`config.mk`:
```
export PLATFORM = sky130hd
export DESIGN_NAME = if_fetch_unit
export DESIGN_NICKNAME = d
export VERILOG_FILES = /design/src/rtl/fetch_pkg.sv /design/src/rtl/if_fetch_unit.sv
export SDC_FILE = /design/constraint.sdc
export NUM_CORES = 1
export LEC_CHECK = 0
export BUFFER_PORTS_ARGS = -buffer_cell sky130_fd_sc_hd__buf_4
export CORE_MARGIN = 2
export CORE_UTILIZATION = 40
export DETAILED_ROUTE_END_ITERATION = 6
export GPL_TIMING_DRIVEN = 0
export PLACE_DENSITY_LB_ADDON = 0.12
export SYNTH_ARGS = -nofsm -noshare
export SYNTH_HDL_FRONTEND = slang
export SYNTH_SLANG_ARGS = --single-unit
```
`constraint.sdc`:
```
create_clock -name clk -period 13.1 [get_ports clk]
set_clock_uncertainty 0.05 [all_clocks]
set_input_delay 1.965 -clock clk [delete_from_list [all_inputs] [get_ports clk]]
set_output_delay 1.965 -clock clk [all_outputs]
set_load 0.05 [all_outputs]
```
`src/rtl/fetch_pkg.sv`:
```
// Shared definitions for the instruction-fetch stage: FSM state encoding,
// the default reset fetch address and the bubble instruction word.
package fetch_pkg;

   // Fetch FSM states; encoding kept explicit so it matches older netlists.
   typedef enum logic [1:0] {
      S_REQ  = 2'd0,   // request outstanding, data may be delivered this cycle
      S_HOLD = 2'd1,   // one fetched word parked in the hold buffer
      S_DROP = 2'd2    // wrong-path request in flight, its data is discarded
   } fetch_state_e;

   localparam logic [31:0] RESET_PC_DEFAULT = 32'h0000_3000;
   localparam logic [31:0] NOP_WORD         = 32'h0000_0000;

   // Force a byte address onto a word boundary.
   function automatic logic [31:0] word_align(input logic [31:0] addr);
      return addr & ~32'h0000_0003;
   endfunction

endpackage

```
`src/rtl/if_fetch_unit.sv`:
```
// Instruction-fetch stage. Owns the fetch PC, runs the request/ready
// handshake to instruction memory and drives the IF/ID register inputs
// every cycle. The IF/ID register has no enable, so a stall is realised by
// re-presenting the instruction that ID already holds (mirrored locally).
module if_fetch_unit
   import fetch_pkg::*;
#(
   parameter logic [31:0] RESET_PC = RESET_PC_DEFAULT
) (
   input  logic        clk,
   input  logic        clr,
   input  logic        stall,
   input  logic        redirect,
   input  logic [31:0] redirect_pc,
   output logic        imem_req,
   output logic [31:0] imem_addr,
   input  logic [31:0] imem_rdata,
   input  logic        imem_ready,
   output logic [31:0] Instr,
   output logic [31:0] pc4,
   output logic        flush,
   output logic [31:0] fetch_pc
);

   fetch_state_e state_q, state_d;
   logic [31:0]  fetch_pc_q, fetch_pc_d;
   logic [31:0]  buf_instr_q, buf_instr_d;
   logic [31:0]  buf_pc4_q, buf_pc4_d;
   logic [31:0]  pend_pc_q, pend_pc_d;
   logic [31:0]  id_instr_q, id_instr_d;
   logic [31:0]  id_pc4_q, id_pc4_d;
   logic         id_valid_q, id_valid_d;

   logic [31:0]  pc_plus4;
   logic [31:0]  redir_tgt;
   logic         mem_hit;
   logic [31:0]  instr_o;
   logic [31:0]  pc4_o;
   logic         flush_o;

   assign pc_plus4  = fetch_pc_q + 32'd4;   // wraps modulo 2^32
   assign redir_tgt = word_align(redirect_pc);
   assign mem_hit   = (state_q == S_REQ) && imem_ready;

   // Memory request: no request while parked in S_HOLD or while in reset.
   assign imem_req  = !clr && ((state_q == S_REQ) || (state_q == S_DROP));
   assign imem_addr = fetch_pc_q;
   assign fetch_pc  = fetch_pc_q;

   assign Instr = instr_o;
   assign pc4   = pc4_o;
   assign flush = flush_o;

   // Output mux toward IF/ID in priority order; a bubble always carries zeros.
   always_comb begin
      instr_o = NOP_WORD;
      pc4_o   = 32'd0;
      flush_o = 1'b1;
      if (clr) begin
         flush_o = 1'b1;
      end else if (redirect) begin
         flush_o = 1'b1;
      end else if (stall) begin
         // Re-present ID's instruction; a bubble in ID stays a bubble.
         if (id_valid_q) begin
            instr_o = id_instr_q;
            pc4_o   = id_pc4_q;
            flush_o = 1'b0;
         end
      end else if (mem_hit) begin
         // Zero-cycle delivery straight from memory.
         instr_o = imem_rdata;
         pc4_o   = pc_plus4;
         flush_o = 1'b0;
      end else if (state_q == S_HOLD) begin
         instr_o = buf_instr_q;
         pc4_o   = buf_pc4_q;
         flush_o = 1'b0;
      end
   end

   // Fetch FSM next-state, fetch PC, hold buffer and pending-target update.
   always_comb begin
      state_d     = state_q;
      fetch_pc_d  = fetch_pc_q;
      buf_instr_d = buf_instr_q;
      buf_pc4_d   = buf_pc4_q;
      pend_pc_d   = pend_pc_q;
      case (state_q)
         S_REQ: begin
            if (redirect) begin
               if (imem_ready) begin
                  // Returning word is wrong-path; restart at the target.
                  fetch_pc_d = redir_tgt;
               end else begin
                  // Request cannot be withdrawn; remember target, drain it.
                  pend_pc_d = redir_tgt;
                  state_d   = S_DROP;
               end
            end else if (imem_ready) begin
               fetch_pc_d = pc_plus4;
               if (stall) begin
                  buf_instr_d = imem_rdata;
                  buf_pc4_d   = pc_plus4;
                  state_d     = S_HOLD;
               end
            end
         end
         S_HOLD: begin
            if (redirect) begin
               fetch_pc_d = redir_tgt;
               state_d    = S_REQ;
            end else if (!stall) begin
               state_d = S_REQ;
            end
         end
         S_DROP: begin
            if (redirect) begin
               pend_pc_d = redir_tgt;
            end
            if (imem_ready) begin
               fetch_pc_d = redirect ? redir_tgt : pend_pc_q;
               state_d    = S_REQ;
            end
         end
         default: begin
            state_d = S_REQ;
         end
      endcase
   end

   // Mirror of what the IF/ID register captures at the coming edge.
   always_comb begin
      id_instr_d = instr_o;
      id_pc4_d   = pc4_o;
      id_valid_d = ~flush_o;
   end

   // State registers with asynchronous clear.
   always_ff @(posedge clk or posedge clr) begin
      if (clr) begin
         state_q     <= S_REQ;
         fetch_pc_q  <= RESET_PC;
         buf_instr_q <= 32'd0;
         buf_pc4_q   <= 32'd0;
         pend_pc_q   <= 32'd0;
         id_instr_q  <= 32'd0;
         id_pc4_q    <= 32'd0;
         id_valid_q  <= 1'b0;
      end else begin
         state_q     <= state_d;
         fetch_pc_q  <= fetch_pc_d;
         buf_instr_q <= buf_instr_d;
         buf_pc4_q   <= buf_pc4_d;
         pend_pc_q   <= pend_pc_d;
         id_instr_q  <= id_instr_d;
         id_pc4_q    <= id_pc4_d;
         id_valid_q  <= id_valid_d;
      end
   end

endmodule

```
==> metrics.md, run 1 <==
| Metric | Value |
|---|---|
| Vertical extent of the die | 162 µm |
| Met1 track demand over resource | 33.0% |
| All-layer global routing usage | 23.1% |
| Share of synthesized area occupied by flip-flops and latches | 49.0% |
| CTS tree | yes |
| Pwr Density | 250 nW/µm² |
| Class of the most critical hold timing path | register to register |
| Startpoint of the worst setup timing path | clr |
| F_max | 0.144 GHz |
| FF-to-FF Start | state_q[0]$_DFFE_PP0P_ |
| Clock network fraction of total power | 17.7% |
| Required time of the worst setup path | 11.09 ns |
| Total vias in the final route | 8627 |
| Post-layout utilization of the core | 51.2% |
| Number of I/O port buffers | 196 |
| Remaining number of nets flagged by the antenna check after routing | 0 |
| Sum of overflow across all layers after global routing | 0 |
| # hold bufs at CTS | 0 |
| Starting Density | 40.9% |
| Clock buffers created by TritonCTS | 17 |
| Unrepaired setup endpoints after global routing | false |
| DP Worst Slack | 5.94 ns |
| Top-level port count | 199 |
| Placeable core region | 24400 µm² |
| Count of instances resized after the clock tree is built | 0 |
| Area share of the largest cell type after synthesis | 48.5% |
| Routed WL | 30.3 mm |
| Endpoint class of the critical path | output pin |
| Max Fanout on Critical Path | 124 |
| Maximum number of pins on one net before global-route repair | 125 |
| First-pass detailed-route iteration total | 7 |
| Flip-flop cell with the highest count after synthesis | sky130_fd_sc_hd__dfrtp_1 |
| Clock root buffer master | sky130_fd_sc_hd__clkbuf_16 |
| Worst setup margin | 6.17 ns |
| Number of synthesized flops with an enable pin | 0 |
| Switching share of total power | 46.2% |
| Worst Setup Path Type | input port to output pin |
| Hold violation count in the final report | 0 |
| Average wire per standard cell | 19.0 µm |
| Detail-routed via count per cell | 5.41 |
| Die boundary width | 162 µm |
| Unique cell type count in the Yosys netlist | 62 |
| Tcrit/Tclk final | 52.9% |
| Post-synthesis instance total | 1042 |
| Highest-utilization routing layer at the global route stage | met2 |
| Number of antenna violations at the first check in global routing | 0 |
| Setup slack of the worst register-to-register path | 9.87 ns |
| Mapped cell area | 9960 µm² |
| Timing endpoint of the critical path | pc4[17] |
| Rows | 57 |
| Placer's final routability congestion estimate | 0.870 |
| Number of nets in the layout | 1332 |
| Number of buffers on the longest clock path | 2 |
| # setup viols final | 0 |
| Startpoint type of the worst setup path | input port |
| Power Internal | 0.00168 W |
| Post-synthesis sequential element count | 195 |
| Fin Setup TNS | 0 ns |
| Global-route wire length before repair | 46.9 mm |
| Clock-pin slew of the registers on the worst-case setup and hold paths | 0.07 ns |
| Final-layout fill cell count | 2321 |
| Peak supply drop | 0.122 mV |
| Synthesis Warnings | 0 |
| Floorplan die area | 26200 µm² |
| Met2 Use GR | 35.7% |
| Fin Hold WS | 0.434 ns |
| 1st-iter DRT viols | 810 |
| Count of inserted antenna diode cells | 0 |
| Commonest cells after routing, fill and taps aside | sky130_fd_sc_hd__buf_4, sky130_fd_sc_hd__dfrtp_1, sky130_fd_sc_hd__nand2_1, sky130_fd_sc_hd__a21oi_1 |
| Sw power | 0.00144 W |
| Sequential Power Share | 31.6% |
| Share of synthesized flip-flops with an asynchronous set or reset | 100% |
| Worst-case headroom to the max-slew limit | 28.7% |
| Fraction of layout cells with a size suffix above 1 | 28.7% |
| Footprint of the multi-input gates | 4420 µm² |
| Share of power burned in combinational logic | 50.7% |
| Min cycle time layout | 6.93 ns |
| Biggest area consumer among synthesized cells | sky130_fd_sc_hd__dfrtp_1 |
| Path depth of the worst reg2reg path | 7 |
| Leakage dissipation | 5.60 nW |
| Measured slew at the worst slew-check pin | 1.06 ns |
| Result of the run | finished clean |
| Remaining DRCs | 0 |
| Main area contributors after synthesis | sky130_fd_sc_hd__dfrtp_1, sky130_fd_sc_hd__mux2_2, sky130_fd_sc_hd__nand2_1 |
| Number of setup buffers added after CTS | 0 |
| Source-to-sink clock delay at the later pin of the worst-skew pair | 0.46 ns |
| Met3 layer usage reported by global route | 4.93% |
| Most common library cell in the layout ignoring fill and taps | sky130_fd_sc_hd__buf_4 |
| Num Clock Sinks | 195 |
| Combined flip-flop and latch cell area | 4880 µm² |
| Final count of pins violating max slew | 0 |
| Worst reg2reg path endpoint | pend_pc_q[10]$_DFFE_PP0P_ |
| Reported max-cap violation count | 0 |
| Detailed Place HPWL | 22.1 mm |
| Net count after synthesis | 1116 |
| Number of global-route vias before repair | 8070 |
| Avg Synthesized Cell Area | 9.56 µm² |
| H-tree depth reported by CTS | 4 |
| Syn-to-layout area delta | 25.3% |
| Arrival time reported for the critical path endpoint | 4.91 ns |
## metrics by stage
stage                     total power, W  instance area, µm²  instances
after detailed placement         0.00257               11900       1563
after floorplan                  0.00209                9960       1042
after global routing             0.00331               12500       1594
final                            0.00312               12500       1594
after global placement           0.00255               11800       1562
after CTS                        0.00313               12500       1594
## how the worst min path moves through the flow
stage,from,end,depth (start not counted)
after global routing,buf_pc4_q[7]$_DFFE_PP0P_,buf_pc4_q[7]$_DFFE_PP0P_,2
after global placement,buf_pc4_q[10]$_DFFE_PP0P_,buf_pc4_q[10]$_DFFE_PP0P_,2
after floorplan,buf_pc4_q[14]$_DFFE_PP0P_,buf_pc4_q[14]$_DFFE_PP0P_,2
after detailed placement,buf_pc4_q[12]$_DFFE_PP0P_,buf_pc4_q[12]$_DFFE_PP0P_,2
final,buf_pc4_q[5]$_DFFE_PP0P_,buf_pc4_q[5]$_DFFE_PP0P_,2
after CTS,buf_pc4_q[12]$_DFFE_PP0P_,buf_pc4_q[12]$_DFFE_PP0P_,2
## cells in the mapped netlist (4+ instances only)
library cell / n
sky130_fd_sc_hd__xnor2_1: 21
sky130_fd_sc_hd__a22o_1: 9
sky130_fd_sc_hd__and2_1: 4
sky130_fd_sc_hd__a21oi_1: 106
sky130_fd_sc_hd__buf_1: 10
sky130_fd_sc_hd__a21o_1: 4
sky130_fd_sc_hd__nor2b_1: 7
sky130_fd_sc_hd__nor3_1: 10
sky130_fd_sc_hd__nor2_1: 75
sky130_fd_sc_hd__nor3_2: 5
sky130_fd_sc_hd__inv_1: 24
sky130_fd_sc_hd__a22oi_1: 23
sky130_fd_sc_hd__a221o_1: 6
sky130_fd_sc_hd__clkbuf_1: 60
sky130_fd_sc_hd__o21ai_0: 73
sky130_fd_sc_hd__xor2_1: 7
sky130_fd_sc_hd__o21ai_1: 4
sky130_fd_sc_hd__buf_4: 34
sky130_fd_sc_hd__nand2_1: 146
sky130_fd_sc_hd__o31ai_1: 4
sky130_fd_sc_hd__or4_1: 4
sky130_fd_sc_hd__o22a_1: 9
sky130_fd_sc_hd__o22ai_1: 8
sky130_fd_sc_hd__mux2_2: 75
sky130_fd_sc_hd__dfrtp_1: 193
sky130_fd_sc_hd__buf_2: 4
sky130_fd_sc_hd__a2bb2oi_1: 5
sky130_fd_sc_hd__nand4_1: 10
sky130_fd_sc_hd__o21a_1: 8
sky130_fd_sc_hd__a221oi_1: 16
sky130_fd_sc_hd__ha_1: 5
sky130_fd_sc_hd__a31oi_1: 13
sky130_fd_sc_hd__nand3_1: 14
## area by class of cell
class                      count  area share (%)
inverter                      25           0.812
buffer                       112            4.52
timing repair buffer         197            12.0
tap                          324            3.25
sequential                   195            39.1
clock inverter                14            1.48
clock buffer                  17            3.41
multi-input combinational    710            35.4
## power by group through the flow
stage / Sequential [W] / Clock [W] / Combinational [W]
2_1_floorplan: 0.00110 / 0 / 0.000989
3_3_place_gp: 0.000989 / 0 / 0.00156
3_5_place_dp: 0.000994 / 0 / 0.00158
4_1_cts: 0.000983 / 0.000564 / 0.00158
5_1_grt: 0.00101 / 0.000593 / 0.00170
6_report: 0.000985 / 0.000554 / 0.00158
## cell families (layout without fill, tap and decap cells)
group	after synthesis	after routing	share of synthesized area (%)
AOI/OAI and AO/OA	309	309	19.3
and+or+nand+nor	292	292	13.4
DFF	195	195	49.0
buffers and inverters	137	365	6.60
muxes	76	76	8.58
xor gates and xnor gates	28	28	2.46
adders and majority gates	5	5	0.628
## flip-flops by register name, indices dropped and copies added, names as in the netlist
signal       flops
buf_instr_q     32
buf_pc4_q       32
fetch_pc        32
id_instr_q      32
id_pc4_q        32
pend_pc_q       32
state_q          2
id_valid_q       1
## worst max-delay path, stage by stage
cell,delay [ns]
sky130_fd_sc_hd__buf_4,0.14
sky130_fd_sc_hd__inv_8,0.58
sky130_fd_sc_hd__buf_16,0.39
sky130_fd_sc_hd__nand2_1,0.12
sky130_fd_sc_hd__nor2_1,0.50
sky130_fd_sc_hd__nand2_1,0.20
sky130_fd_sc_hd__clkbuf_1,0.28
sky130_fd_sc_hd__o21ai_0,0.44
sky130_fd_sc_hd__buf_4,0.29
## per-layer routing
layer	share of wire, %	vias to the layer above
met5	0	-
met4	1.7	0
met3	6.2	38
met2	46	290
met1	46	4203
li1	-	4096
Note: power is estimated with default switching activity, not from simulation.
==> run 2, diff against run 1 <==
- clock period: 13.1 -> 6.4 ns (I/O delays scaled with it)
==> metrics.md, run 2 (synthesis results as in run 1) <==
| Metric | Value |
|---|---|
| Number of antenna violations at the first check in global routing | 0 (unchanged) |
| Result of the run | finished clean |
| Share of power burned in combinational logic | 51.3% (+0.6 points) |
| Peak supply drop | 0.259 mV (+110%) |
| Total vias in the final route | 8714 (+1.0%) |
| Final Instance Area | 12500 µm² (+0.50%) |
| Measured slew at the worst slew-check pin | 1.21 ns (+0.147 ns) |
| Number of global-route vias before repair | 8292 (+2.8%) |
| First-pass detailed-route iteration total | 7 (unchanged) |
| Most common library cell in the layout ignoring fill and taps | sky130_fd_sc_hd__buf_4 |
| Required time of the worst setup path | 5.39 ns (-5.70 ns) |
| Average wire per standard cell | 19.3 µm (+1.6%) |
| Worst Setup Path Type | register to output pin |
| Reported max-cap violation count | 0 (unchanged) |
| Num Clock Sinks | 195 (unchanged) |
| Post-layout utilization of the core | 51.5% (+0.26 points) |
| Count of inserted antenna diode cells | 0 (unchanged) |
| Unrepaired setup endpoints after global routing | false |
| Clock network fraction of total power | 17.0% (-0.7 points) |
| Remaining number of nets flagged by the antenna check after routing | 0 (unchanged) |
| # setup viols final | 0 (unchanged) |
| Leakage dissipation | 5.62 nW (+0.28%) |
| Vertical extent of the die | 162 µm (unchanged) |
| Count of instances resized after the clock tree is built | 0 (unchanged) |
| Starting Density | 40.9% (unchanged) |
| Number of buffers on the longest clock path | 2 (unchanged) |
| Min cycle time layout | 4.56 ns |
| 1st-iter DRT viols | 733 (-9.5%) |
| F_max | 0.219 GHz |
| Tcrit/Tclk final | 71.3% |
| Hold violation count in the final report | 0 (unchanged) |
| Pwr Density | 506 nW/µm² (+100%) |
| Top-level port count | 199 (unchanged) |
| Die boundary width | 162 µm (unchanged) |
| All-layer global routing usage | 23.5% (+0.41 points) |
| Rows | 57 (unchanged) |
| Global-route wire length before repair | 47.8 mm (+1.9%) |
| Remaining DRCs | 0 (unchanged) |
| Placer's final routability congestion estimate | 0.885 (+1.8%) |
| Detail-routed via count per cell | 5.45 (+0.63%) |
| Sw power | 0.00298 W (+110%) |
| Endpoint class of the critical path | output pin |
| Switching share of total power | 47.0% (+0.75 points) |
| Routed WL | 30.8 mm (+2.0%) |
| Clock-pin slew of the registers on the worst-case setup and hold paths | 0.07 ns (about the same) |
| Power Internal | 0.00337 W (+100%) |
| Max Fanout on Critical Path | 10 (-92%) |
| Detailed Place HPWL | 22.7 mm (+2.6%) |
| # hold bufs at CTS | 0 (unchanged) |
| Placeable core region | 24400 µm² (unchanged) |
| Sum of overflow across all layers after global routing | 0 (unchanged) |
| Clock root buffer master | sky130_fd_sc_hd__clkbuf_16 |
| Number of I/O port buffers | 196 (unchanged) |
| Floorplan die area | 26200 µm² (unchanged) |
| Number of setup buffers added after CTS | 0 (unchanged) |
| Startpoint type of the worst setup path | register |
| Maximum number of pins on one net before global-route repair | 42 (-66%) |
| Arrival time reported for the critical path endpoint | 3.55 ns (-1.36 ns) |
| Class of the most critical hold timing path | register to register |
| Worst-case headroom to the max-slew limit | 18.8% (-9.9 points) |
| Number of nets in the layout | 1337 (+0.38%) |
| Source-to-sink clock delay at the later pin of the worst-skew pair | 0.45 ns (about the same) |
| H-tree depth reported by CTS | 4 (unchanged) |
| Dpl cell area | 12000 µm² (+0.75%) |
| Final count of pins violating max slew | 0 (unchanged) |
| Fraction of layout cells with a size suffix above 1 | 28.9% (+0.26 points) |
| Commonest cells after routing, fill and taps aside | sky130_fd_sc_hd__buf_4, sky130_fd_sc_hd__dfrtp_1, sky130_fd_sc_hd__nand2_1, sky130_fd_sc_hd__a21oi_1 |
| Sequential Power Share | 31.7% (about the same) |
| Clock buffers created by TritonCTS | 17 (unchanged) |
| CTS tree | yes |
| Syn-to-layout area delta | 25.9% |
-- run 2: changes by cell type in the layout (fill, tap and decap cells not counted), sizes merged --
cell,before,now
buf,246,251
bufinv,2,0
clkbuf,80,81
clkinv,3,5
clkinvlp,0,3
inv,34,31
-- run 2: power by group through the flow --
stage	clock network (W)	logic [W]	registers (W)
final	0.00108	0.00325	0.00202
after global routing	0.00115	0.00350	0.00207
after CTS	0.00110	0.00325	0.00201
after detailed placement	0	0.00324	0.00204
after global placement	0	0.00319	0.00202
after floorplan	0	0.00202	0.00225
-- run 2: critical path, cell delays in order, from the launching register on --
cell and delay, ns:
sky130_fd_sc_hd__dfrtp_1 0.46, sky130_fd_sc_hd__inv_1 0.12, sky130_fd_sc_hd__ha_1 0.27, sky130_fd_sc_hd__and2_1 0.15
sky130_fd_sc_hd__buf_1 0.21, sky130_fd_sc_hd__o21bai_1 0.17, sky130_fd_sc_hd__nor2_1 0.53, sky130_fd_sc_hd__nand2_1 0.21
sky130_fd_sc_hd__clkbuf_1 0.29, sky130_fd_sc_hd__o21ai_0 0.42, sky130_fd_sc_hd__buf_4 0.28
-- run 2: layer usage --
metal | vias up | part of all wire [%] | GRT usage (%)
li1 | 4107 | - | -
met2 | 304 | 46 | 37.1
met4 | 0 | 1.7 | 6.48
met1 | 4269 | 46 | 33.7
met5 | - | 0 | 0
met3 | 34 | 5.6 | 3.63
-- run 2: final timing paths --
| kind | start | to | slack [ns] | cells past startpoint |
|---|---|---|---|---|
| max in group asynchronous | clr | fetch_pc[12]$_DFFE_PP1P_ | 4.99 | 4 |
| min in group asynchronous | clr | id_pc4_q[0]$_DFF_PP0_ | 0.49 | 2 |
| setup / recovery | state_q[0]$_DFFE_PP0P_ | pc4[17] | 1.84 | 10 |
| setup reg to reg | state_q[0]$_DFFE_PP0P_ | pend_pc_q[9]$_DFFE_PP0P_ | 3.08 | 7 |
| hold / removal | buf_pc4_q[16]$_DFFE_PP0P_ | buf_pc4_q[16]$_DFFE_PP0P_ | 0.43 | 2 |
| hold reg to reg | buf_pc4_q[16]$_DFFE_PP0P_ | buf_pc4_q[16]$_DFFE_PP0P_ | 0.43 | 2 |
-- run 2: through the flow --
step	instances	TNS, ns	hold WS [ns]	worst slack [ns]	power (W)
2_1_floorplan	1042	0	0.400	0.0886	0.00428
3_3_place_gp	1562	-133.29	0.413	-1.78	0.00522
3_5_place_dp	1568	0	0.421	1.84	0.00528
4_1_cts	1600	0	0.437	1.79	0.00636
5_1_grt	1600	0	0.449	1.56	0.00673
6_report	1600	0	0.434	1.84	0.00635
-- run 2: area by class of cell --
class	instances	area (µm²)
Inverter	25	97.6
Fill cell	2348	11800
Clock buffer	18	429
Tap cell	324	405
Sequential cell	195	4880
Timing Repair Buffer	202	1590
Clock inverter	14	155
Buffer	112	564
Multi-Input combinational cell	710	4420
